==> src/rtl/wb_master_core.sv <==
// Single-outstanding Wishbone B4 pipelined master: one command in, one response pulse out.
// Optional bus timeout is built when WB_MASTER_TIMEOUT_EN is defined.
module wb_master_core #(
    parameter int ADDR_WIDTH     = 16,
    parameter int DATA_WIDTH     = 32,
    parameter int SEL_WIDTH      = 4,
    parameter int TIMEOUT_CYCLES = 16
) (
    input  logic                  clk_i,
    input  logic                  rst_i,
    // command port
    input  logic                  cmd_valid_i,
    output logic                  cmd_ready_o,
    input  logic                  cmd_we_i,
    input  logic [ADDR_WIDTH-1:0] cmd_adr_i,
    input  logic [DATA_WIDTH-1:0] cmd_dat_i,
    input  logic [SEL_WIDTH-1:0]  cmd_sel_i,
    // response port
    output logic                  rsp_valid_o,
    output logic [DATA_WIDTH-1:0] rsp_dat_o,
    output logic                  rsp_err_o,
    output logic                  rsp_timeout_o,
    // wishbone master side
    output logic [ADDR_WIDTH-1:0] adr_o,
    output logic [DATA_WIDTH-1:0] dat_o,
    output logic [SEL_WIDTH-1:0]  sel_o,
    output logic                  we_o,
    output logic                  stb_o,
    output logic                  cyc_o,
    input  logic [DATA_WIDTH-1:0] dat_i,
    input  logic                  ack_i,
    input  logic                  err_i,
    input  logic                  stall_i,
    // FSM state for debug/checkers: 0 IDLE, 1 REQ, 2 WAIT, 3 RESP
    output logic [1:0]            state_dbg_o
);

    // Command handshake: a command transfers on a rising edge where cmd_valid_i and
    // cmd_ready_o are both high; rsp_valid_o is a one-cycle pulse with no backpressure.
    typedef enum logic [1:0] {
        S_IDLE = 2'd0,
        S_REQ  = 2'd1,
        S_WAIT = 2'd2,
        S_RESP = 2'd3
    } state_t;

    state_t state;
    logic   term_hit;
    logic   tmo_hit;

    assign cmd_ready_o = (state == S_IDLE) && !rst_i;
    assign state_dbg_o = state;

    // A strobe still stalled cannot be terminated; ack/err only count once it is accepted.
    always_comb begin
        term_hit = 1'b0;
        case (state)
            S_REQ:   term_hit = !stall_i && (ack_i || err_i);
            S_WAIT:  term_hit = ack_i || err_i;
            default: term_hit = 1'b0;
        endcase
    end

`ifdef WB_MASTER_TIMEOUT_EN
    logic [7:0] tmo_cnt;

    always_ff @(posedge clk_i) begin
        if (rst_i) begin
            tmo_cnt <= '0;
        end else if (state == S_IDLE && cmd_valid_i) begin
            tmo_cnt <= '0;
        end else if (state == S_REQ || state == S_WAIT) begin
            tmo_cnt <= tmo_cnt + 8'd1;
        end
    end

    // Counter holds (cycles of cyc_o so far - 1), so this fires at the end of the last allowed cycle.
    assign tmo_hit = (state == S_REQ || state == S_WAIT) &&
                     (tmo_cnt == 8'(TIMEOUT_CYCLES - 1));
`else
    assign tmo_hit       = 1'b0;
    assign rsp_timeout_o = 1'b0;
`endif

    always_ff @(posedge clk_i) begin
        if (rst_i) begin
            state       <= S_IDLE;
            cyc_o       <= 1'b0;
            stb_o       <= 1'b0;
            we_o        <= 1'b0;
            adr_o       <= '0;
            dat_o       <= '0;
            sel_o       <= '0;
            rsp_valid_o <= 1'b0;
            rsp_dat_o   <= '0;
            rsp_err_o   <= 1'b0;
`ifdef WB_MASTER_TIMEOUT_EN
            rsp_timeout_o <= 1'b0;
`endif
        end else begin
            rsp_valid_o <= 1'b0;
            case (state)
                S_IDLE: begin
                    if (cmd_valid_i) begin
                        adr_o <= cmd_adr_i;
                        dat_o <= cmd_dat_i;
                        sel_o <= cmd_sel_i;
                        we_o  <= cmd_we_i;
                        cyc_o <= 1'b1;
                        stb_o <= 1'b1;
                        state <= S_REQ;
                    end
                end
                S_REQ, S_WAIT: begin
                    // A real termination on the final cycle beats the timeout.
                    if (term_hit) begin
                        state       <= S_RESP;
                        cyc_o       <= 1'b0;
                        stb_o       <= 1'b0;
                        rsp_valid_o <= 1'b1;
                        rsp_err_o   <= err_i;
                        rsp_dat_o   <= (err_i || we_o) ? '0 : dat_i;
`ifdef WB_MASTER_TIMEOUT_EN
                        rsp_timeout_o <= 1'b0;
`endif
                    end else if (tmo_hit) begin
                        state       <= S_RESP;
                        cyc_o       <= 1'b0;
                        stb_o       <= 1'b0;
                        rsp_valid_o <= 1'b1;
                        rsp_err_o   <= 1'b1;
                        rsp_dat_o   <= '0;
`ifdef WB_MASTER_TIMEOUT_EN
                        rsp_timeout_o <= 1'b1;
`endif
                    end else if (state == S_REQ && !stall_i) begin
                        stb_o <= 1'b0;
                        state <= S_WAIT;
                    end
                end
                S_RESP: begin
                    state <= S_IDLE;
                end
                default: begin
                    state <= S_IDLE;
                end
            endcase
        end
    end

endmodule

==> config.mk <==
export PLATFORM = sky130hd
export DESIGN_NAME = wb_master_core
export DESIGN_NICKNAME = d
export VERILOG_FILES = /design/src/rtl/wb_master_core.sv
export SDC_FILE = /design/constraint.sdc
export NUM_CORES = 1
export LEC_CHECK = 0
export ABC_AREA = 1
export CORE_UTILIZATION = 30
export CTS_CLUSTER_SIZE = 20
export DETAILED_ROUTE_END_ITERATION = 12
export PLACE_DENSITY = 0.6
export SLEW_MARGIN = 15
export SYNTH_ARGS = -nofsm -noshare
export SYNTH_HDL_FRONTEND = slang
export SYNTH_SLANG_ARGS = --single-unit
==> constraint.sdc <==
create_clock -name clk_i -period 1.9 [get_ports clk_i]
set_input_delay 0.38 -clock clk_i [delete_from_list [all_inputs] [get_ports clk_i]]
set_output_delay 0.38 -clock clk_i [all_outputs]
set_load 0.05 [all_outputs]
==> results by group, run 1 <==
Finish
  • Antenna Cells: 0
  • Area grow syn2layout: 68.7%
  • Layout Nets: 692
  • Filler Cell Count: between 1000 and 1500
  • Share of cells above drive strength 1: approximately 15%

Routing
  • DR vias/cell: ~4.5
  • Post-route ant nets: 0
  • Final WL: around 10 mm
  • Vias post-DR: ~3400
  • First drt pass iteration count: 4
  • Initial DRC count: between 100 and 150
  • DRC errors left: 0
  • Average wire per standard cell: 13.1 µm

Timing
  • Final period util: between 90% and 100%
  • F_max: approximately 540 MHz
  • Final setup viols: 0
  • Clk_skew: 9.07 ps
  • Max_slew headroom: ~65%
  • RSZ-0062 raised after global routing: no
  • Min Tclk post-route: about 1900 ps
  • Final Hold Fails: 0
  • Final Max Tran Viols: 0
  • Slew of the pin with the lowest slew margin: between 500 and 600 ps
  • Final setup TNS: 0 ps

CTS
  • Clock latency on the worst-skew pair: 330 ps
  • Postcts setup bufs: 0
  • Clock-pin transition on the worst setup and hold timing paths: about 60 ps
  • Hold buffers post-CTS: 0
  • CTS Buf Count: 9
  • Root buf cell: clkbuf_16
  • CTS Buffer Depth: 2
  • CTS resizes: 0
  • Clock Sinks: roughly 90
  • TritonCTS clock tree: yes
  • H-Tree Level Count: 3

Critical path
  • CP top delay family: buffers and inverters
  • Cells along the critical path: clkdlybuf4s50_1
  • Critical path peak fanout: 2
  • Arrival @ worst endpoint: 1480 ps
  • CP Capture Type: output pin
  • RR Endpoint: rsp_dat_o[18]
  • Worst r2r path cells: 8
  • CP required: approximately 1500 ps
  • CP bufs+invs: 1
  • Worst Setup Start Kind: register
  • Reg-to-Reg Start: state_dbg_o[0]
  • Slowest cell on crit path: clkdlybuf4s50_1
  • WS Path Type: register to output pin
  • Flop-to-flop setup slack: 190 ps
  • Slowest stage delay, CP: just over 800 ps

Logic synthesis
  • Most used DFF post-synth: dfxtp_1
  • Seq/Total Area, Yosys: a little over half
  • Number of synthesized flops with an enable pin: 0
  • Synthesized area per cell: roughly 8.1 µm²
  • Count leader, synth: nor2_1
  • Synth cell types: 21
  • Syn Inst Count: 422
  • Commonest cells in the netlist: nor2_1, dfxtp_1, o21ai_0
  • Number of synthesized register bits: 91
  • Largest cells by area after synthesis: dfxtp_1, nor2_1, o21ai_0
  • Yosys Warn Count: 0
  • Share of the synthesized area in the top cell type: 53.1%
  • Syn nets: 517
  • Mapped cell area: 0.00343 mm²
  • Post-synthesis async set-or-reset flop share: 0%
  • Yosys top cell by area: dfxtp_1

Placed design
  • RD Place Congestion: roughly 0.75
  • Buffers on Ports: between 150 and 200
  • Hpwl dp: 6.91 mm

Hold path
  • Min-Delay Path Class: register to register
  • Worst hold endpoint: cyc_o
  • Hold path depth: 2
  • Min-delay src: cyc_o

Outcome
  • Outcome: finished clean

Die
  • Core box area: about 0.011 mm²
  • Die ar.: approximately 0.012 mm²
  • Rows: 38
  • Height of the die: between 100 and 150 µm
  • Die Wd: 109 µm
  • Initial Utilization: between 30 and 40%
  • I/O pin total: between 150 and 200

Power
  • Worst IR drop on VDD: between 700 and 800 µV
  • Leak: ~0.0027 µW
  • Total power: 8510 µW
  • P per Cell Area: approximately 1500 mW/mm²

GRT
  • Initial antenna violation count: 0
  • Total grt overflow: 0
  • First-pass GRT wire length: 15.1 mm
  • Gr usage total: between 15 and 20%
  • Largest net degree at the start of global routing: 55
  • Vias in the first global route: between 3000 and 4000

Flow run
  • Max cap viols: 0
-- report_power, final --
group / leakage [µW] / switching [µW] / internal, µW
sequential: 0.000746 / 226 / 2330
combinational: 0.00177 / 2590 / 1320
clock: 0.000163 / 722 / 1320
total: 0.00268 / 3540 / 4970
-- worst max path at each step --
stage | startpoint | to | slack (ps) | depth (start not counted)
after detailed placement | err_i | rsp_dat_o[18] | 100 | 7
after global placement | err_i | rsp_err_o | 120 | 7
after global routing | dat_o[31] | dat_o[31] | 1 | 1
final | dat_o[23] | dat_o[23] | 40 | 1
after floorplan | state_dbg_o[0] | rsp_dat_o[10] | 30 | 9
after CTS | rsp_dat_o[31] | rsp_dat_o[31] | 5 | 1
-- stage by stage --
| stage | utilization [%] | hold slack (ps) | std cells | setup slack (ps) | cell area [µm²] |
|---|---|---|---|---|---|
| 2_1_floorplan | - | 449 | 422 | 29.8 | 3430 |
| 3_3_place_gp | 49.0 | 453 | 726 | 121 | 5380 |
| 3_5_place_dp | 49.0 | 464 | 726 | 101 | 5380 |
| 4_1_cts | 52.2 | 474 | 742 | 4.84 | 5730 |
| 5_1_grt | 52.7 | 499 | 742 | 0.965 | 5780 |
| 6_report | 52.7 | 475 | 742 | 43.2 | 5780 |
-- layout by cell type (no fill, tap or decap), drive strengths merged --
cell type,netlist,final
nand3,33,33
a21oi,4,4
dlymetal6s2s,0,22
nand4,1,1
clkdlybuf4s50,0,136
nand2,46,46
clkbuf,12,12
o21ai,86,86
or2,2,2
bufinv,0,3
nor2,114,114
conb,1,1
clkinvlp,0,1
ha,4,4
inv,10,10
buf,17,35
clkinv,1,1
dfxtp,91,91
-- worst register-to-register path, stage by stage (launching register included) --
cell and delay [ps]:
dfxtp_1 410, inv_1 90, ha_1 350, inv_2 90
nor2_2 40, nand2_2 90, buf_4 340, nand3_1 160
o21ai_2 80
-- state kept, by name, indices dropped and copies added (netlist names) --
name and flops:
rsp_valid_o 1, adr_o 16, rsp_dat_o 32, stb_o 1
rsp_err_o 1, we_o 1, sel_o 4, cyc_o 1
dat_o 32, state_dbg_o 2
-- cells by family (layout without fill, tap and decap cells) --
group                    after synthesis  in the layout  share of synthesized area, %
buffers and inverters                 40            220                          5.73
AO/OA/AOI/OAI                         90             90                          16.3
flip-flops                            91             91                          53.1
AND/OR/NAND/NOR                      196            196                          23.2
other                                  1              1                         0.109
adder cells (fa/ha/maj)                4              4                          1.46
-- routing by layer --
layer | GRT usage [%] | up-vias | part of all wire, %
li1 | - | 1715 | -
met1 | 19.0 | 1515 | 42
met2 | 26.6 | 116 | 46
met3 | 7.71 | 7 | 11
met4 | 4.54 | 0 | 0.90
met5 | 0 | - | 0
-- cell type report --
class	count	area, µm²	area share (%)
well taps	140	175	3.03
clock buffers	12	246	4.26
repair buffers	193	1990	34.4
flip-flops and latches	91	1820	31.5
multi-input cells	291	1410	24.4
clock inverters	4	97.6	1.69
inverters	11	42.5	0.736
(Power assumes the default switching activity.)
==> run 2: changes to the inputs <==
CTS_CLUSTER_SIZE = 14   (was 20)
==> results of run 2 <==
The final DEF is identical to that of run 1; final timing and power are the same.
==> run 3: changes to the inputs <==
CORE_ASPECT_RATIO = 0.7   (was not set)
==> run 3 against run 2 <==
Against the previous run:
- core utilization rose by 0.45 points
- final area rose by 1.5%
- sequential power barely moved
- highest routed layer unchanged
- clock power rose by 6%
- global-route usage rose by 1.4 points
- critical endpoint is now dat_o[19]
==> results by group, run 3 (same netlist as run 1, synthesis figures left out) <==
GRT
  • Vias in the first global route: 3230 (+0.062%)
  • Total grt overflow: 0 (unchanged)
  • Initial antenna violation count: 0 (unchanged)
  • Gr usage total: 17.7% (+1.4 points)
  • Largest net degree at the start of global routing: 52 (-5.5%)
  • First-pass GRT wire length: 16.4 mm (+8.4%)

Finish
  • Fin util: 53.1% (+0.45 points)
  • Most common cell after layout, fill and taps aside: clkdlybuf4s50_1
  • Layout Nets: 693 (+0.14%)
  • Area grow syn2layout: 71.2%
  • Largest registers: dat_o: 32 flops, rsp_dat_o: 32 flops, adr_o: 16 flops
  • Share of cells above drive strength 1: 14.9% (+0.31 points)
  • Antenna Cells: 0 (unchanged)
  • Commonest cells after routing, fill and taps aside: clkdlybuf4s50_1, nor2_1, dfxtp_1

Critical path
  • CP required: 1520 ps (about the same)
  • Flop-to-flop setup slack: 200 ps (about the same)
  • Slowest cell on crit path: clkdlybuf4s50_1
  • Arrival @ worst endpoint: 1490 ps (about the same)
  • WS Path Type: register to output pin
  • Slowest stage delay, CP: 820 ps (about the same)
  • CP bufs+invs: 1 (unchanged)
  • Worst Setup Start Kind: register
  • Cells along the critical path: clkdlybuf4s50_1
  • CP top delay family: buffers and inverters
  • CP Capture Type: output pin
  • Critical path peak fanout: 2 (unchanged)

Die
  • Rows: 32 (-16%)
  • Die Wd: 130 µm (+19%)
  • Die ar.: 0.0119 mm² (about the same)
  • I/O pin total: 184 (unchanged)
  • Initial Utilization: 31.0% (-0.19 points)
  • Core box area: 0.0111 mm² (+0.62%)
  • Height of the die: 91.4 µm (-16%)

Hold path
  • Min-Delay Path Class: register to register

CTS
  • Clock-pin transition on the worst setup and hold timing paths: 60 ps (about the same)
  • TritonCTS clock tree: yes
  • Hold buffers post-CTS: 0 (unchanged)
  • CTS Buffer Depth: 2 (unchanged)
  • Clock Sinks: 91 (unchanged)
  • Postcts setup bufs: 0 (unchanged)
  • CTS resizes: 2 (+2)
  • H-Tree Level Count: 3 (unchanged)
  • Root buf cell: clkbuf_16
  • CTS Buf Count: 9 (unchanged)
  • Clock latency on the worst-skew pair: 330 ps (about the same)

Flow run
  • Max cap viols: 0 (unchanged)

Routing
  • DR vias/cell: 4.48 (-0.86%)
  • Post-route ant nets: 0 (unchanged)
  • Average wire per standard cell: 13.7 µm (+4.5%)
  • Vias post-DR: 3387 (+1.0%)
  • Initial DRC count: 164 (+16%)
  • Final WL: 10.4 mm (+6.5%)
  • DRC errors left: 0 (unchanged)
  • First drt pass iteration count: 4 (unchanged)

Placed design
  • Placement Setup Slack: 122 ps (+20.4 ps)
  • Buffers on Ports: 182 (unchanged)
  • Hpwl dp: 7.59 mm (+9.9%)
  • RD Place Congestion: 0.736 (-1.3%)

Timing
  • F_max: 536 MHz (-0.56%)
  • Max_slew headroom: 63.5% (-1.1 points)
  • Final Max Tran Viols: 0 (unchanged)
  • Slew of the pin with the lowest slew margin: 547 ps (+15.9 ps)
  • Final Hold Fails: 0 (unchanged)
  • Final setup viols: 0 (unchanged)
  • Final period util: 98.3% (+0.55 points)
  • Min Tclk post-route: 1870 ps (+10.5 ps)
  • Clk_skew: 3.74 ps (-5.33 ps)
  • Final WS setup: 32.7 ps (-10.5 ps)

Outcome
  • Outcome: finished clean

Power
  • P per Cell Area: 1480 mW/mm² (+0.26%)
  • Worst IR drop on VDD: 695 µV (-5.8%)
  • Leak: 0.00295 µW (+10%)
run 3: changes by cell type in the layout (fill, tap and decap cells not counted), sizes merged:
cell	delta
buf	-2
bufinv	+1
clkbuf	-3
clkdlybuf4s50	-15
dlygate4sd2	+2
dlymetal6s2s	+16
inv	+2
run 3: area by class of cell:
type                            instances  area (µm²)
Clock buffer                            9         225
Multi-Input combinational cell        291        1410
Inverter                               11        42.5
Timing Repair Buffer                  194        2030
Tap cell                              153         191
Sequential cell                        91        1820
Fill cell                            1054        5180
Clock inverter                          7         145
run 3: routing by layer:
layer	GRT usage, %	wire length [µm]	vias up
met3	6.42	829	20
met5	0	0	-
li1	-	-	1716
met2	25.2	4360	105
met4	7.36	234	0
met1	23.9	4950	1546
run 3: final timing paths:
| check | start | to | cells after the start |
|---|---|---|---|
| setup reg to reg | state_dbg_o[1] | state_dbg_o[1] | 9 |
| hold reg to reg | cyc_o | cyc_o | 2 |
| hold / removal | cyc_o | cyc_o | 2 |
| setup / recovery | dat_o[19] | dat_o[19] | 1 |
run 3: power breakdown:
part	switching, µW	total, µW	internal, µW	leakage [µW]
logic	2620	3920	1300	0.00202
clock network	751	2180	1430	0.000177
registers	227	2560	2330	0.000747
total	3600	8660	5060	0.00295
run 3: per-stage QoR:
stage          total power [µW]  std cells  hold WS [ps]  cell area, µm²  TNS (ps)
4_1_cts                    8790        756           468            5770         0
5_1_grt                    9150        756           490            5870     -18.0
6_report                   8660        756           465            5870         0
3_5_place_dp               6570        740           456            5400         0
3_3_place_gp               6530        740           452            5400         0
2_1_floorplan              5170        422           449            3430         0
